===== src/rtl/gray_codec_pkg.sv =====
// Shared constants and reference conversion functions for the Gray codec.
package gray_codec_pkg;

  localparam int unsigned GRAY_W_MAX = 32;

  // Binary to Gray: each bit XORed with its upper neighbour.
  function automatic logic [GRAY_W_MAX-1:0] bin2gray(input logic [GRAY_W_MAX-1:0] b);
    return b ^ (b >> 1);
  endfunction

  // Gray to binary: running XOR from the MSB downward.
  function automatic logic [GRAY_W_MAX-1:0] gray2bin(input logic [GRAY_W_MAX-1:0] g);
    logic [GRAY_W_MAX-1:0] b;
    logic                  acc;
    acc = 1'b0;
    b   = '0;
    for (int i = GRAY_W_MAX - 1; i >= 0; i--) begin
      acc  = acc ^ g[i];
      b[i] = acc;
    end
    return b;
  endfunction

endpackage


===== src/rtl/gray_to_bin_comb.sv =====
// Combinational Gray-to-binary decoder (prefix XOR from the MSB).
module gray_to_bin_comb #(
  parameter int unsigned WIDTH = 4
) (
  input  logic [WIDTH-1:0] gray_i,
  output logic [WIDTH-1:0] bin_o
);

  logic acc;

  // Each binary bit is the XOR of all Gray bits at or above it.
  always_comb begin
    acc   = 1'b0;
    bin_o = '0;
    for (int i = int'(WIDTH) - 1; i >= 0; i--) begin
      acc      = acc ^ gray_i[i];
      bin_o[i] = acc;
    end
  end

endmodule


===== src/rtl/gray_codec.sv =====
// Registered two-lane binary/Gray converter, 1-cycle latency.
// Optional round-trip checker enabled by defining GRAY_CODEC_CHECK_EN.
module gray_codec
  import gray_codec_pkg::*;
#(
  parameter int unsigned WIDTH = 4
) (
  input  logic             clk,
  input  logic             rst,
  input  logic             in_valid,
  input  logic [WIDTH-1:0] bin_in,
  input  logic [WIDTH-1:0] gray_in,
  output logic             out_valid,
  output logic [WIDTH-1:0] gray_out,
  output logic [WIDTH-1:0] bin_out,
  output logic             chk_err
);

  if (WIDTH < 2 || WIDTH > GRAY_W_MAX) begin : g_width_check
    $error("gray_codec: WIDTH out of range");
  end

  logic [WIDTH-1:0] enc_gray;
  logic [WIDTH-1:0] dec_bin;

  logic             out_valid_q, out_valid_d;
  logic [WIDTH-1:0] gray_q, gray_d;
  logic [WIDTH-1:0] bin_q, bin_d;

  assign enc_gray = bin_in ^ (bin_in >> 1);

  gray_to_bin_comb #(
    .WIDTH (WIDTH)
  ) u_dec (
    .gray_i (gray_in),
    .bin_o  (dec_bin)
  );

  // Next state: capture on accepted samples, hold data otherwise.
  always_comb begin
    out_valid_d = in_valid;
    gray_d      = gray_q;
    bin_d       = bin_q;
    if (in_valid) begin
      gray_d = enc_gray;
      bin_d  = dec_bin;
    end
  end

  // Output stage; synchronous reset wins over a same-edge sample.
  always_ff @(posedge clk) begin
    if (rst) begin
      out_valid_q <= 1'b0;
      gray_q      <= '0;
      bin_q       <= '0;
    end else begin
      out_valid_q <= out_valid_d;
      gray_q      <= gray_d;
      bin_q       <= bin_d;
    end
  end

  assign out_valid = out_valid_q;
  assign gray_out  = gray_q;
  assign bin_out   = bin_q;

`ifdef GRAY_CODEC_CHECK_EN
  logic [WIDTH-1:0] chk_bin;
  logic             chk_err_q, chk_err_d;

  // Decode the freshly encoded value; it must reproduce bin_in.
  gray_to_bin_comb #(
    .WIDTH (WIDTH)
  ) u_chk_dec (
    .gray_i (enc_gray),
    .bin_o  (chk_bin)
  );

  // Sticky mismatch flag, set alongside the sample it flags.
  always_comb begin
    chk_err_d = chk_err_q | (in_valid && (chk_bin != bin_in));
  end

  // Checker flag register.
  always_ff @(posedge clk) begin
    if (rst) begin
      chk_err_q <= 1'b0;
    end else begin
      chk_err_q <= chk_err_d;
    end
  end

  assign chk_err = chk_err_q;
`else
  assign chk_err = 1'b0;
`endif

endmodule


===== config.mk =====
export PLATFORM = sky130hd
export DESIGN_NAME = gray_codec
export DESIGN_NICKNAME = d
export VERILOG_FILES = /design/src/rtl/gray_codec_pkg.sv /design/src/rtl/gray_to_bin_comb.sv /design/src/rtl/gray_codec.sv
export SDC_FILE = /design/constraint.sdc
export NUM_CORES = 1
export LEC_CHECK = 0
export CAP_MARGIN = 40
export CORE_AREA = 5 5 42 44
export CTS_BUF_LIST = sky130_fd_sc_hd__clkbuf_4
export DETAILED_ROUTE_END_ITERATION = 16
export DIE_AREA = 0 0 47 49
export PLACE_DENSITY = 0.69
export SLEW_MARGIN = 10
export SYNTH_ARGS = -nofsm -noshare
export SYNTH_HDL_FRONTEND = slang
export SYNTH_SLANG_ARGS = --single-unit

===== constraint.sdc =====
create_clock -name clk -period 1.35 [get_ports clk]
set_clock_uncertainty 0.15 [all_clocks]
set_input_delay 0.27 -clock clk [delete_from_list [all_inputs] [get_ports clk]]
set_output_delay 0.27 -clock clk [all_outputs]
set_load 0.05 [all_outputs]

After elaboration in Yosys (flattened, before gate mapping)
Index checks and enable logic that the tools add are counted.

Latch bits: 0. ROM bits: 0. Output and inout bits: 10. Input bits: 11. Logic and storage cells: 7. RAM bits: 0. Bits in registers: 9. Memories kept: 0.

Reduce and logical (&&, ||, !) cells: 0. Bitwise operators: 4. Eq/ne operators: 0. $add $sub $neg: 0. Order comparisons: 0. Multiplexer cells: 0. Divide/modulo/power cells: 0. Multiply operators: 0. Shifts and indexed selects: 0.

Operators with widths (number): $xor A4 B3 Y4 (1); $xor A1 B1 Y1 (3).

Logic depth before layout (Yosys ltp)
Gate-level depths: netlist of the first run.

Depth after elaboration: 3. Gate-level depth with buffers: 3. Gate-level depth less buffers: 3.

By module
A second synthesis of the first run with hierarchy kept.

Cell total of the unflattened synthesis: 39. Area total of the unflattened synthesis: 406.6 µm².

By module, submodules not included: gray_codec (cells an instance 33, sequential area each 180.2 µm², area an instance 349.1 µm², instances 1); gray_to_bin_comb (cells an instance 6, sequential area each 0.0 µm², area an instance 57.6 µm², instances 1).

Worst setup path after synthesis of the first run
Ideal clock, no wire load.

Path kind: input to register. From: in gray_in[3]. To: reg bin_q[0] (netlist: bin_out[0]). Slack: 126 ps. Required time: 1121 ps. Library setup time: 79 ps. Buffers on the path: 0. Stages: 3. Arrival time: 995 ps. Path through: xnor3_1 -> xor2_1 -> a211oi_2.

Longest elaborated chain between the ends: 3.

Ends and longest elaborated chain: start, declared (line gray_codec.sv:12) `input logic [WIDTH-1:0] gray_in,`; $xor A1 B1 Y1 (3 in a row) (line gray_to_bin_comb.sv:16) `acc = acc ^ gray_i[i];`; end signal, assigned (line gray_codec.sv:59) `bin_q <= bin_d;`; end, declared (line gray_codec.sv:28) `logic [WIDTH-1:0] bin_q, bin_d;`.

No other way between the ends. A chain may end at the register's enable or synchronous reset.

Worst setup path after layout of the first run
From: in gray_in[2]. To: reg bin_q[0] (netlist: bin_out[0]).

Same word-level chain as after synthesis.

==> results of run 1 <==
## through the flow
stage | setup TNS, ns | setup WS [ns] | hold slack (ns) | cell area [um2]
after floorplan | 0 | 0.1256 | 0.2672 | 380.4
after global placement | -1.570 | -0.3938 | 0.3575 | 699.4
after detailed placement | -1.678 | -0.4398 | 0.3660 | 699.4
after CTS | 0 | 0.01581 | 0.3746 | 726.9
after global routing | 0 | 0.06161 | 0.2955 | 729.5
final | 0 | 0.1071 | 0.2759 | 729.5
## cell usage after synthesis (all sizes together)
cell    count  share of area
nor2        8          0.079
mux2        1          0.030
conb        1         0.0099
xor2        1          0.023
xnor2       4          0.092
buf         3          0.043
nor2b       1          0.016
dfxtp       9           0.47
a211oi      5           0.11
xnor3       1          0.059
mux2i       2          0.053
inv         1         0.0099
## cell usage in the layout (no fill, tap or decap)
cell                              count
sky130_fd_sc_hd__a211oi_1             4
sky130_fd_sc_hd__a211oi_2             1
sky130_fd_sc_hd__buf_12              10
sky130_fd_sc_hd__buf_4                2
sky130_fd_sc_hd__clkbuf_4             4
sky130_fd_sc_hd__clkdlybuf4s50_1      7
sky130_fd_sc_hd__conb_1               1
sky130_fd_sc_hd__dfxtp_1              9
sky130_fd_sc_hd__dlygate4sd2_1        2
sky130_fd_sc_hd__dlymetal6s2s_1       1
sky130_fd_sc_hd__inv_1                1
sky130_fd_sc_hd__mux2_2               1
sky130_fd_sc_hd__mux2i_1              2
sky130_fd_sc_hd__nor2_1               8
sky130_fd_sc_hd__nor2b_1              1
sky130_fd_sc_hd__xnor2_1              4
sky130_fd_sc_hd__xnor3_1              1
sky130_fd_sc_hd__xor2_1               1
## worst max path at each step
stage	start	to	cells past startpoint
final	gray_in[2]	bin_out[0]$_SDFFE_PP0P_	4
after global routing	gray_in[2]	bin_out[0]$_SDFFE_PP0P_	4
after CTS	gray_in[3]	bin_out[0]$_SDFFE_PP0P_	4
after detailed placement	gray_in[3]	bin_out[0]$_SDFFE_PP0P_	4
after global placement	gray_in[3]	bin_out[0]$_SDFFE_PP0P_	4
after floorplan	gray_in[3]	bin_out[0]$_SDFFE_PP0P_	3
## state kept, by name, indices dropped and copies added, names as in the netlist
signal / flops
out_valid: 1
gray_out: 4
bin_out: 4
## logic make-up (layout without fill, tap and decap cells)
family	after synthesis	in the layout	synth area share
and+or+nand+nor	9	9	0.09541
AOI/OAI and AO/OA	5	5	0.1118
DFF	9	9	0.4737
muxes	3	3	0.08224
xor gates and xnor gates	6	6	0.1743
buffers and inverters	4	27	0.05261
other	1	1	0.009859
## worst register-to-register path: stages, from the launching register on
cell,delay [ns]
sky130_fd_sc_hd__dfxtp_1,0.37
sky130_fd_sc_hd__inv_1,0.05
sky130_fd_sc_hd__mux2_2,0.25
sky130_fd_sc_hd__nor2_1,0.07
## power breakdown
part | internal, uW | switching (uW) | total [uW]
clock | 134 | 93.6 | 228
sequential | 286 | 20.9 | 307
combinational | 140 | 125 | 265
## metal layers
| metal | track usage | routed length [um] | share of wire |
|---|---|---|---|
| met5 | 0 | 0 | 0 |
| met4 | 0.04147 | 0 | 0 |
| met3 | 0.05904 | 76 | 0.090 |
| met2 | 0.1131 | 414 | 0.49 |
| met1 | 0.09978 | 352 | 0.42 |
## layout make-up
type                            count  area (um2)  area share
Tap cell                           16       20.02     0.02744
Inverter                            1       3.754    0.005146
Clock buffer                        4       30.03     0.04117
Sequential cell                     9       180.2      0.2470
Timing Repair Buffer               22       315.3      0.4322
Multi-Input combinational cell     24       180.2      0.2470
## timing repair
item / 4_1_cts / 5_1_grt
endpoints found under the setup margin: 2 / 2
pin swaps: 3 / 1
gates resized for setup: 2 / 1
==> flow_summary.rst, run 1 <==
.. list-table::
   :header-rows: 1

   * - Metric
     - Value
   * - Routed len/inst
     - 11.09 um
   * - Hold Buf Count CTS
     - 0
   * - Worst Reg-to-Reg Cells
     - 3
   * - CTS tree
     - yes
   * - Worst path max stage delay
     - 0.36 ns
   * - Number of DRC violations after detailed-routing iteration 0
     - 2
   * - Worst-path cell with the longest stage delay
     - sky130_fd_sc_hd__xnor3_1
   * - Highest attainable clock frequency
     - 0.8046 GHz
   * - Number of synthesis warnings
     - 0
   * - Final RePlAce weighted congestion
     - 0.6691
   * - Max-slew violation count
     - 0
   * - Crit-path cells
     - dlygate4sd2_1 > xnor3_1 > xor2_1 > a211oi_2
   * - Number of sinks handled by clock tree synthesis
     - 9
   * - Maximum level of the CTS H-tree
     - 1
   * - DIE HEIGHT
     - 49 um
   * - CTS Root Cell
     - sky130_fd_sc_hd__clkbuf_4
   * - Final global-route overflow total
     - 0
   * - Result of the run
     - finished clean
   * - Antenna Cells
     - 0
   * - Pwr/cell area
     - 1097 nW/um2
   * - Cell count after placement
     - 72
   * - Shortest clock period the worst path allows after layout
     - 1.243 ns
   * - Total I/O pin count
     - 21
   * - Reg-to-Reg End
     - bin_out[1]$_SDFFE_PP0P_
   * - Class of the most critical hold timing path
     - primary input to register
   * - Hold Path Stages
     - 4
   * - Reg-to-reg slack, setup
     - 0.39 ns
   * - Critical path launch point type
     - primary input
   * - Overall routing resource usage
     - 0.08475
   * - Clock latency of the later-clocked register in the worst-skew pair
     - 0.26 ns
   * - Core Footprint
     - 1401 um2
   * - Summed instance area of the synthesized netlist
     - 380.4 um2
   * - Critical path buffers and inverters
     - 1
   * - # Post-CTS Setup Buffers
     - 0
   * - Global-route wire length before repair
     - 1345 um
   * - Design Power
     - 799.9 uW
   * - Reg-to-reg critical path startpoint
     - bin_out[1]$_SDFFE_PP0P_
   * - Crit path max fanout
     - 2
   * - Initial Util
     - 0.2714
   * - Static power due to leakage
     - 0.0003134 uW
   * - Final WL
     - 843 um
   * - Clock transition at path regs
     - 0.06 ns
   * - Unrepaired setup endpoints after global routing
     - false
   * - Net count of the mapped netlist
     - 48
   * - Library cells used by synthesis
     - 15
   * - Via count of the first global-routing pass
     - 317
   * - Count of maximum capacitance violations
     - 0
   * - Data arrival time at the worst-slack endpoint
     - 1.27 ns
   * - End-of-flow core utilization
     - 0.5205
   * - Net count, final
     - 72
   * - Buffers on Ports
     - 19
   * - Die ar.
     - 2303 um2
   * - Final setup violation count
     - 0
   * - Synthesized instance count
     - 37
   * - Post-detail-place hpwl
     - 668.3 um
   * - Relative area change from synthesis to final layout
     - 91.78%
   * - Share of final-layout standard cells stronger than drive strength 1
     - 0.3000
   * - Worst path required time
     - 1.38 ns
   * - Crit end category
     - register
   * - Maximum resistive drop on vdd
     - 0.0006669 V
   * - Number of hold-slack violations in the final timing report
     - 0
   * - Deepest clock path buffer count
     - 2
   * - Row count
     - 14
   * - Register area share after synthesis
     - 0.4737
   * - Cts bufs inserted
     - 3
   * - Filler instances
     - 141
   * - Vias after detailed routing
     - 325
   * - Die X-Extent
     - 47 um
   * - Worst-case hold path end point
     - bin_out[3]$_SDFFE_PP0P_
   * - Per-instance average area after synthesis
     - 10.28 um2
   * - Antenna violations before repair
     - 0
   * - Via density
     - 4.276
   * - Detailed-route DRC error count
     - 0
   * - Setup CP Type
     - primary input to register
   * - Hold path start
     - gray_in[3]
   * - Number of detailed-route iterations in the first pass
     - 2
   * - Flip-flop and latch count after synthesis
     - 9
   * - Non-Filler Instances
     - 76
   * - Kind of cell adding the most delay to the critical path
     - XOR/XNOR gates
   * - Final cycle utilization of the critical path
     - 0.9207
   * - Pin count of the biggest net entering global routing
     - 13
   * - Antenna violation net count after detailed routing
     - 0
(Power assumes the default switching activity.)
==> run 2: changes to the inputs <==
GPL_TIMING_DRIVEN = 1   (was default)
SKIP_LAST_GASP = 1   (was default)
==> results of run 2 <==
No change in the layout: final DEF, timing and power equal those of run 1.
